File: src/rtl/uart_tx_scheduler.sv
// uart_tx_scheduler: shares one UART byte transmitter among N_REQ byte-stream
// requesters. The arbiter is round-robin, and a grant is held for a whole packet.
// Each byte is gated on the peer's active-low CTS. Long CTS stalls raise a sticky
// flag, and a wrapping counter tracks completed bytes.
module uart_tx_scheduler #(
   parameter int N_REQ        = 4,
   parameter int STALL_CYCLES = 5_000_000
) (
   input  logic                 clk50,
   input  logic                 reset,
   input  logic [N_REQ-1:0]     req_valid,
   input  logic [8*N_REQ-1:0]   req_data,
   input  logic [N_REQ-1:0]     req_last,
   output logic [N_REQ-1:0]     req_ready,
   input  logic                 uart_cts,
   output logic                 tx_start,
   output logic [7:0]           tx_data,
   input  logic                 tx_busy,
   output logic                 grant_valid,
   output logic [2:0]           grant_id,
   output logic                 stall_err,
   output logic [15:0]          bytes_sent
);

   localparam int IW = (N_REQ > 1) ? $clog2(N_REQ) : 1;
   localparam int CW = $clog2(STALL_CYCLES + 1);
   localparam logic [CW-1:0] STALL_MAX = CW'(STALL_CYCLES);
   localparam logic [IW-1:0] LAST_IDX  = IW'(N_REQ - 1);

   typedef enum logic [1:0] {
      IDLE     = 2'd0,
      WAIT_CTS = 2'd1,
      SEND     = 2'd2,
      DONE     = 2'd3
   } state_t;

   state_t            state_r, state_s;
   logic [IW-1:0]     owner_r, owner_s;
   logic [IW-1:0]     rr_ptr_r, rr_ptr_s;
   logic              last_r, last_s;
   logic [CW-1:0]     stall_cnt_r, stall_cnt_s;
   logic [N_REQ-1:0]  req_ready_r, req_ready_s;
   logic              tx_start_r, tx_start_s;
   logic [7:0]        tx_data_r, tx_data_s;
   logic              grant_valid_r, grant_valid_s;
   logic [2:0]        grant_id_r, grant_id_s;
   logic              stall_err_r, stall_err_s;
   logic [15:0]       bytes_sent_r, bytes_sent_s;

   logic              hit_s;
   logic [IW-1:0]     win_s;
   logic [7:0]        data_a [N_REQ];

   // Split the flat data bus into one byte per requester.
   for (genvar g = 0; g < N_REQ; g++) begin : g_unpack
      assign data_a[g] = req_data[8*g +: 8];
   end

   // Round-robin search: the closest valid requester at or above rr_ptr wins.
   // Walking from farthest to nearest lets the nearest hit overwrite the others.
   always_comb begin
      hit_s = 1'b0;
      win_s = rr_ptr_r;
      for (int k = N_REQ - 1; k >= 0; k--) begin
         logic [IW-1:0] cand;
         cand  = IW'((int'(rr_ptr_r) + k) % N_REQ);
         hit_s = hit_s | req_valid[cand];
         win_s = req_valid[cand] ? cand : win_s;
      end
   end

   // Packet-level FSM: next state and next values of all registered outputs.
   always_comb begin
      state_s       = state_r;
      owner_s       = owner_r;
      rr_ptr_s      = rr_ptr_r;
      last_s        = last_r;
      req_ready_s   = {N_REQ{1'b0}};
      tx_start_s    = 1'b0;
      tx_data_s     = tx_data_r;
      grant_valid_s = grant_valid_r;
      grant_id_s    = grant_id_r;
      bytes_sent_s  = bytes_sent_r;
      case (state_r)
         IDLE: begin
            if (hit_s) begin
               owner_s       = win_s;
               grant_valid_s = 1'b1;
               grant_id_s    = 3'(win_s);
               state_s       = WAIT_CTS;
            end else begin
               grant_valid_s = 1'b0;
            end
         end
         WAIT_CTS: begin
            if (!uart_cts && !tx_busy && req_valid[owner_r]) begin
               tx_start_s           = 1'b1;
               req_ready_s[owner_r] = 1'b1;
               tx_data_s            = data_a[owner_r];
               last_s               = req_last[owner_r];
               state_s              = SEND;
            end else begin
               state_s = WAIT_CTS;
            end
         end
         SEND: begin
            state_s = DONE;
         end
         DONE: begin
            if (!tx_busy) begin
               bytes_sent_s = bytes_sent_r + 16'd1;
               if (last_r) begin
                  grant_valid_s = 1'b0;
                  rr_ptr_s      = (owner_r == LAST_IDX) ? {IW{1'b0}} : owner_r + IW'(1);
                  state_s       = IDLE;
               end else begin
                  state_s = WAIT_CTS;
               end
            end else begin
               state_s = DONE;
            end
         end
         default: begin
            state_s = IDLE;
         end
      endcase
   end

   // CTS stall watch: count consecutive blocked cycles with a byte pending.
   // The counter saturates and the flag is sticky until reset.
   always_comb begin
      stall_cnt_s = {CW{1'b0}};
      stall_err_s = stall_err_r;
      if (state_r == WAIT_CTS && req_valid[owner_r] && uart_cts) begin
         stall_cnt_s = (stall_cnt_r < STALL_MAX) ? stall_cnt_r + CW'(1) : stall_cnt_r;
         stall_err_s = stall_err_r | (stall_cnt_r >= STALL_MAX - CW'(1));
      end else begin
         stall_cnt_s = {CW{1'b0}};
      end
   end

   // State and output registers with synchronous reset.
   always_ff @(posedge clk50) begin
      if (reset) begin
         state_r       <= IDLE;
         owner_r       <= {IW{1'b0}};
         rr_ptr_r      <= {IW{1'b0}};
         last_r        <= 1'b0;
         stall_cnt_r   <= {CW{1'b0}};
         req_ready_r   <= {N_REQ{1'b0}};
         tx_start_r    <= 1'b0;
         tx_data_r     <= 8'h00;
         grant_valid_r <= 1'b0;
         grant_id_r    <= 3'd0;
         stall_err_r   <= 1'b0;
         bytes_sent_r  <= 16'h0000;
      end else begin
         state_r       <= state_s;
         owner_r       <= owner_s;
         rr_ptr_r      <= rr_ptr_s;
         last_r        <= last_s;
         stall_cnt_r   <= stall_cnt_s;
         req_ready_r   <= req_ready_s;
         tx_start_r    <= tx_start_s;
         tx_data_r     <= tx_data_s;
         grant_valid_r <= grant_valid_s;
         grant_id_r    <= grant_id_s;
         stall_err_r   <= stall_err_s;
         bytes_sent_r  <= bytes_sent_s;
      end
   end

   assign req_ready   = req_ready_r;
   assign tx_start    = tx_start_r;
   assign tx_data     = tx_data_r;
   assign grant_valid = grant_valid_r;
   assign grant_id    = grant_id_r;
   assign stall_err   = stall_err_r;
   assign bytes_sent  = bytes_sent_r;

endmodule

File: config.mk
export PLATFORM = sky130hd
export DESIGN_NAME = uart_tx_scheduler
export DESIGN_NICKNAME = d
export VERILOG_FILES = /design/src/rtl/uart_tx_scheduler.sv
export SDC_FILE = /design/constraint.sdc
export NUM_CORES = 1
export LEC_CHECK = 0
export ABC_AREA = 1
export CAP_MARGIN = 0
export CORE_MARGIN = 2
export CORE_UTILIZATION = 39
export DETAILED_ROUTE_END_ITERATION = 8
export GPL_TIMING_DRIVEN = 0
export PLACE_DENSITY = 0.71
export SLEW_MARGIN = 20
export SYNTH_ARGS = -nofsm -noshare
export SYNTH_HDL_FRONTEND = slang
export SYNTH_SLANG_ARGS = --single-unit
File: constraint.sdc
create_clock -name clk50 -period 2.6 [get_ports clk50]
set_clock_uncertainty 0.05 [all_clocks]
set_input_delay 0.26 -clock clk50 [delete_from_list [all_inputs] [get_ports clk50]]
set_output_delay 0.26 -clock clk50 [all_outputs]
set_load 0.01 [all_outputs]
## Word level (Yosys, flattened, before mapping)

Index checks and enable logic that the tools add are counted.

- Flip-flop bits (word level): 61
- Input port bits: 44
- Output and inout port bits: 34
- Logic and storage cells: 91

- Add/subtract/negate cells: 6
- $lt $le $gt $ge: 9
- Equality and inequality tests: 7
- Mux-type cells: 32
- Bitwise operators: 9
- Reductions and logical operators: 17

Operators with widths:

| cell | number |
|---|---|
| adder 23 x 1 -> 23 bit (second input constant) | 1 |
| greater-or-equal comparator 23 bit (second input constant) | 1 |
| < comparator 23 bit (second input constant) | 1 |
| adder 16 x 1 -> 16 bit (second input constant) | 1 |
| binary-select mux 8 bit (select 2 bit) | 1 |
| two-way mux 2 bit | 8 |
| two-way mux 8 bit | 2 |
| < comparator 2 x 3 -> 1 bit (second input constant) | 5 |
| binary-select mux 1 bit (select 2 bit) | 6 |
| two-way mux 1 bit | 12 |
| case mux 2 bit (4 select lines) | 1 |
| == test 2 bit (second input constant) | 3 |
| != test 2 bit (second input constant) | 3 |
| AND reduction 2 bit | 3 |
| AND reduction 3 bit | 2 |
| logical AND 1 bit | 5 |
| adder 2 x 1 -> 2 bit (second input constant) | 2 |
| adder 2 bit (second input constant) | 2 |
| NOT 1 bit | 4 |
| OR 1 bit | 4 |
| OR reduction 2 bit | 2 |
| greater-or-equal comparator 3 bit (second input constant) | 1 |
| NOT 2 -> 3 bit | 1 |
| OR reduction 3 bit | 1 |
| 7 further kinds | 8 |

## Logic depth before layout (Yosys ltp)

- Word-level depth: 8
- Depth in mapped cells: 12
- Gate-level depth less buffers: 11

## Worst setup path after synthesis

Ideal clock, no wire load.

- Kind: register to register
- From: register stall_cnt_r[0]
- To: register stall_cnt_r[14]
- Setup time: 0.066 ns
- Arrival: 1.400 ns
- Required time: 2.484 ns
- Slack: 1.084 ns
- Stages on the path, launching flop included: 9
- Buffers on the path: 0
- Period minus slack after synthesis: 1.516 ns
- Cell sequence: dfxtp_1 ha_1 nand3_2 nor2_4 inv_2 nor2_1 xor2_1 nand2_1 a21oi_2

- Cells in the longest elaborated chain, start to end: 1
- Elaborated cells on any way between the ends: 2
- Classes of those cells: 1 x add/sub; 1 x order compare

Ends and longest elaborated chain:

| item | line | text |
|---|---|---|
| start, declared | 41 | `logic [CW-1:0] stall_cnt_r, stall_cnt_s;` |
| start signal, assigned | 149 | `stall_cnt_r <= {CW{1'b0}};` |
| start signal, assigned | 162 | `stall_cnt_r <= stall_cnt_s;` |
| adder 23 x 1 -> 23 bit / < comparator 23 bit (equally long branches) | 135 | `stall_cnt_s = (stall_cnt_r < STALL_MAX) ? stall_cnt_r + CW'(1) : stall_cnt_r;` |

Parallel ways exist; a longest one is shown, timed or not.
A chain may end at the register's enable or synchronous reset.

## Worst setup path after layout

Same ends and word-level chain as after synthesis.

==> run_results.csv <==
group,metric,value,unit
sta,relSlewSlack,63.0,%
worst_setup_path,start_kind,"register",
yosys,synthesis.nets,633,
job,cap_violations,0,
worst_setup_path,worstPathMaxFanout,6,
place,dp_slack,664,ps
clock_network,cts.sinks,61,
global_routing,grt_max_degree,13,
clock_network,cts_tree,"yes",
detailed_routing,vias,3878,
yosys,avgSynthCellArea,6.33,um2
sta,finalSetupTns,0,ps
power_and_ir_drop,power_density,466,nW/um2
clock_network,cts_root_buf,"clkbuf_8",
status,status,"complete, no violations",
finish,final_cell_mix,"170 x nand2_1, 104 x nor2_1, 75 x clkdlybuf4s50_1",
clock_network,clk_path_buf_depth,2,
global_routing,globalRouteMet2Util,34.9,%
finish,seqCellArea,1220,um2
detailed_routing,drt_iter0_drc,147,
sta,maxSlewViolCount,0,
finish,fillers,959,
clock_network,clk_pin_slew,80,ps
detailed_routing,drt_first_pass_iters,4,
finish,multi_input_area,2160,um2
finish,finish.utilization,52.4,%
clock_network,cts_max_level,3,
worst_setup_path,endpoint,"stall_cnt_r[14]$_SDFFE_PP0N_",
yosys,synth_area_leaders,"dfxtp_1 33%, nand2_1 17%, nor2_1 11%, o21ai_0 5.8%, inv_1 4.3%",
place,dp_hpwl,7.65,mm
yosys,ys_types,31,
yosys,ys_seq_area_share,33.1,%
global_routing,grt_pass1_vias,3689,
detailed_routing,drt_wl_total,9.77,mm
finish,design_area,4820,um2
clock_network,clkLatencyLatePin,350,ps
sta,whs,280,ps
floorplan,die_h,101,um
floorplan,io-pin-count,78,
yosys,yosysWarnings,0,
detailed_routing,routed_via_density,4.94,
detailed_routing,wl_per_cell,12.4,um
finish,stdcell_count,785,
yosys,synth_seq_cells,61,
yosys,yosysTopAreaCellShare,33.1,%
sta,setup_ws,731,ps
floorplan,start_util,40.1,%
place,dp_cells,769,
floorplan,die_w,101,um
worst_hold_path,hold_class,"in -> reg",
global_routing,grt_use_met1,23.3,%
clock_network,ctsHoldBuffers,0,
floorplan,row_count,35,
worst_setup_path,worstPathRequired,2840,ps
global_routing,antenna_found_initial,0,
clock_network,cts_made_buffers,9,
place,numPortBuffers,75,
detailed_routing,final_antenna_net_count,0,
worst_setup_path,rr_startpoint,"stall_cnt_r[0]$_SDFFE_PP0N_",
worst_setup_path,r2r_end,"stall_cnt_r[14]$_SDFFE_PP0N_",
worst_setup_path,reg2reg_setup_slack,730,ps
global_routing,gr-usage-met3,6.97,%
clock_network,cts.repair.resized,0,
finish,layout-drive-gt1-share,8.75,%
yosys,syn_area,3690,um2
global_routing,grt_pass1_wl,16.5,mm
power_and_ir_drop,ir_drop,0.344,mV
worst_setup_path,critPathCaptureType,"register",
detailed_routing,drc_errors,0,
place,gp_congestion,0.858,
finish,antenna_cells,0,
worst_setup_path,critPathKind,"reg -> reg",
place,placed_cell_area,4580,um2
floorplan,coreArea,9200,um2
finish,area_growth,30.8,%
power_and_ir_drop,leakagePower,1.75,nW
global_routing,grt_usage,20.0,%
sta,rsz0062_at_grt,"false",
finish,final_common_cell,"nand2_1",
sta,timing.final.crit_period,1870,ps
clock_network,post_cts_buffers,0,
sta,worstMarginPinSlew,556,ps
sta,hold_violations,0,
yosys,syn_inst,583,
finish,nets,719,
yosys,yosysTopAreaCell,"dfxtp_1",
power_and_ir_drop,finalPower,2.25,mW
global_routing,grt.overflow.total,0,
worst_setup_path,worstPathArrival,2100,ps
worst_setup_path,rr_worst_depth,8,
sta,max_freq,535,MHz
sta,setup-violations-final,0,
worst_setup_path,startpoint,"stall_cnt_r[0]$_SDFFE_PP0N_",
sta,post-route-period-util,71.9,%
floorplan,die-area,10300,um2
global_routing,grt.busiest_layer,"met2",
==> worst min-delay path by stage <==
stage / startpoint / end / slack [ps] / cells past startpoint
after global routing: reset / rr_ptr_r[0]$_SDFFE_PP0P_ / 310 / 2
after floorplan: last_r$_SDFFE_PP0P_ / last_r$_SDFFE_PP0P_ / 410 / 2
after detailed placement: stall_err$_SDFFE_PP0P_ / stall_err$_SDFFE_PP0P_ / 400 / 2
final: reset / rr_ptr_r[0]$_SDFFE_PP0P_ / 280 / 2
after CTS: reset / rr_ptr_r[0]$_SDFFE_PP0P_ / 280 / 2
after global placement: stall_err$_SDFFE_PP0P_ / stall_err$_SDFFE_PP0P_ / 390 / 2
==> logic make-up after synthesis <==
| family | Yosys count | share of synthesized area [%] |
|---|---|---|
| flip-flops | 61 | 33.1 |
| AND/OR/NAND/NOR | 332 | 37.7 |
| XOR/XNOR | 18 | 4.27 |
| adder cells (fa/ha/maj) | 6 | 2.04 |
| buffers and inverters | 69 | 8.21 |
| AO/OA/AOI/OAI | 96 | 14.6 |
| other | 1 | 0.102 |
==> cell type report <==
| class | instances | share of cell area [%] |
|---|---|---|
| buffer | 21 | 2.54 |
| timing repair buffer | 75 | 15.6 |
| inverter | 48 | 3.74 |
| tap | 111 | 2.88 |
| clock buffer | 9 | 2.57 |
| sequential | 61 | 25.3 |
| multi-input combinational | 453 | 44.9 |
| clock inverter | 7 | 2.52 |
==> layer usage <==
layer,part of all wire [%],up-vias,wire (um)
met2,48,103,4670
li1,-,2023,-
met1,44,1740,4290
met5,0,-,0
met4,1.2,0,119
met3,7.1,12,695
==> critical path, stage by stage, from the launching register on <==
cell	delay [ps]
dfxtp_1	480
ha_1	340
nand3_2	200
nor2_4	190
inv_2	70
nor2_1	140
xor2_1	170
nand2_1	80
a21oi_2	100
==> report_power, final <==
group          switching [mW]  leakage, nW  internal [mW]  total, mW
Clock                   0.409        0.124          0.641       1.05
Combinational           0.117         1.14          0.119      0.236
Sequential             0.0132        0.493          0.949      0.962
==> cells in the mapped netlist <==
library cell    n
inv_1          42
nor2_1        104
o211ai_1        1
o21ai_1         2
nand3_1        24
buf_2           5
clkbuf_1        8
nor2_2          4
nand3_2         4
a211oi_1        1
conb_1          1
clkinv_1        2
xnor2_1         6
a21oi_2        11
nand3b_1        3
o21ai_0        43
nand4_1         4
nand2_1       170
nor3b_1         1
ha_1            6
o22ai_1        10
nor2_4          4
nor3_1         10
inv_2           4
buf_4           4
a21oi_1        28
buf_6           3
dfxtp_1        61
nand2_2         4
xor2_1         12
buf_1           1
==> state kept, by name, summed over array words and instances, names as in the netlist, 2 cells and up <==
register     count
req_ready        4
tx_data          8
stall_cnt_r     23
bytes_sent      16
rr_ptr_r         2
state_r          2
owner_r          2
Note: power is estimated with default switching activity, not from simulation.
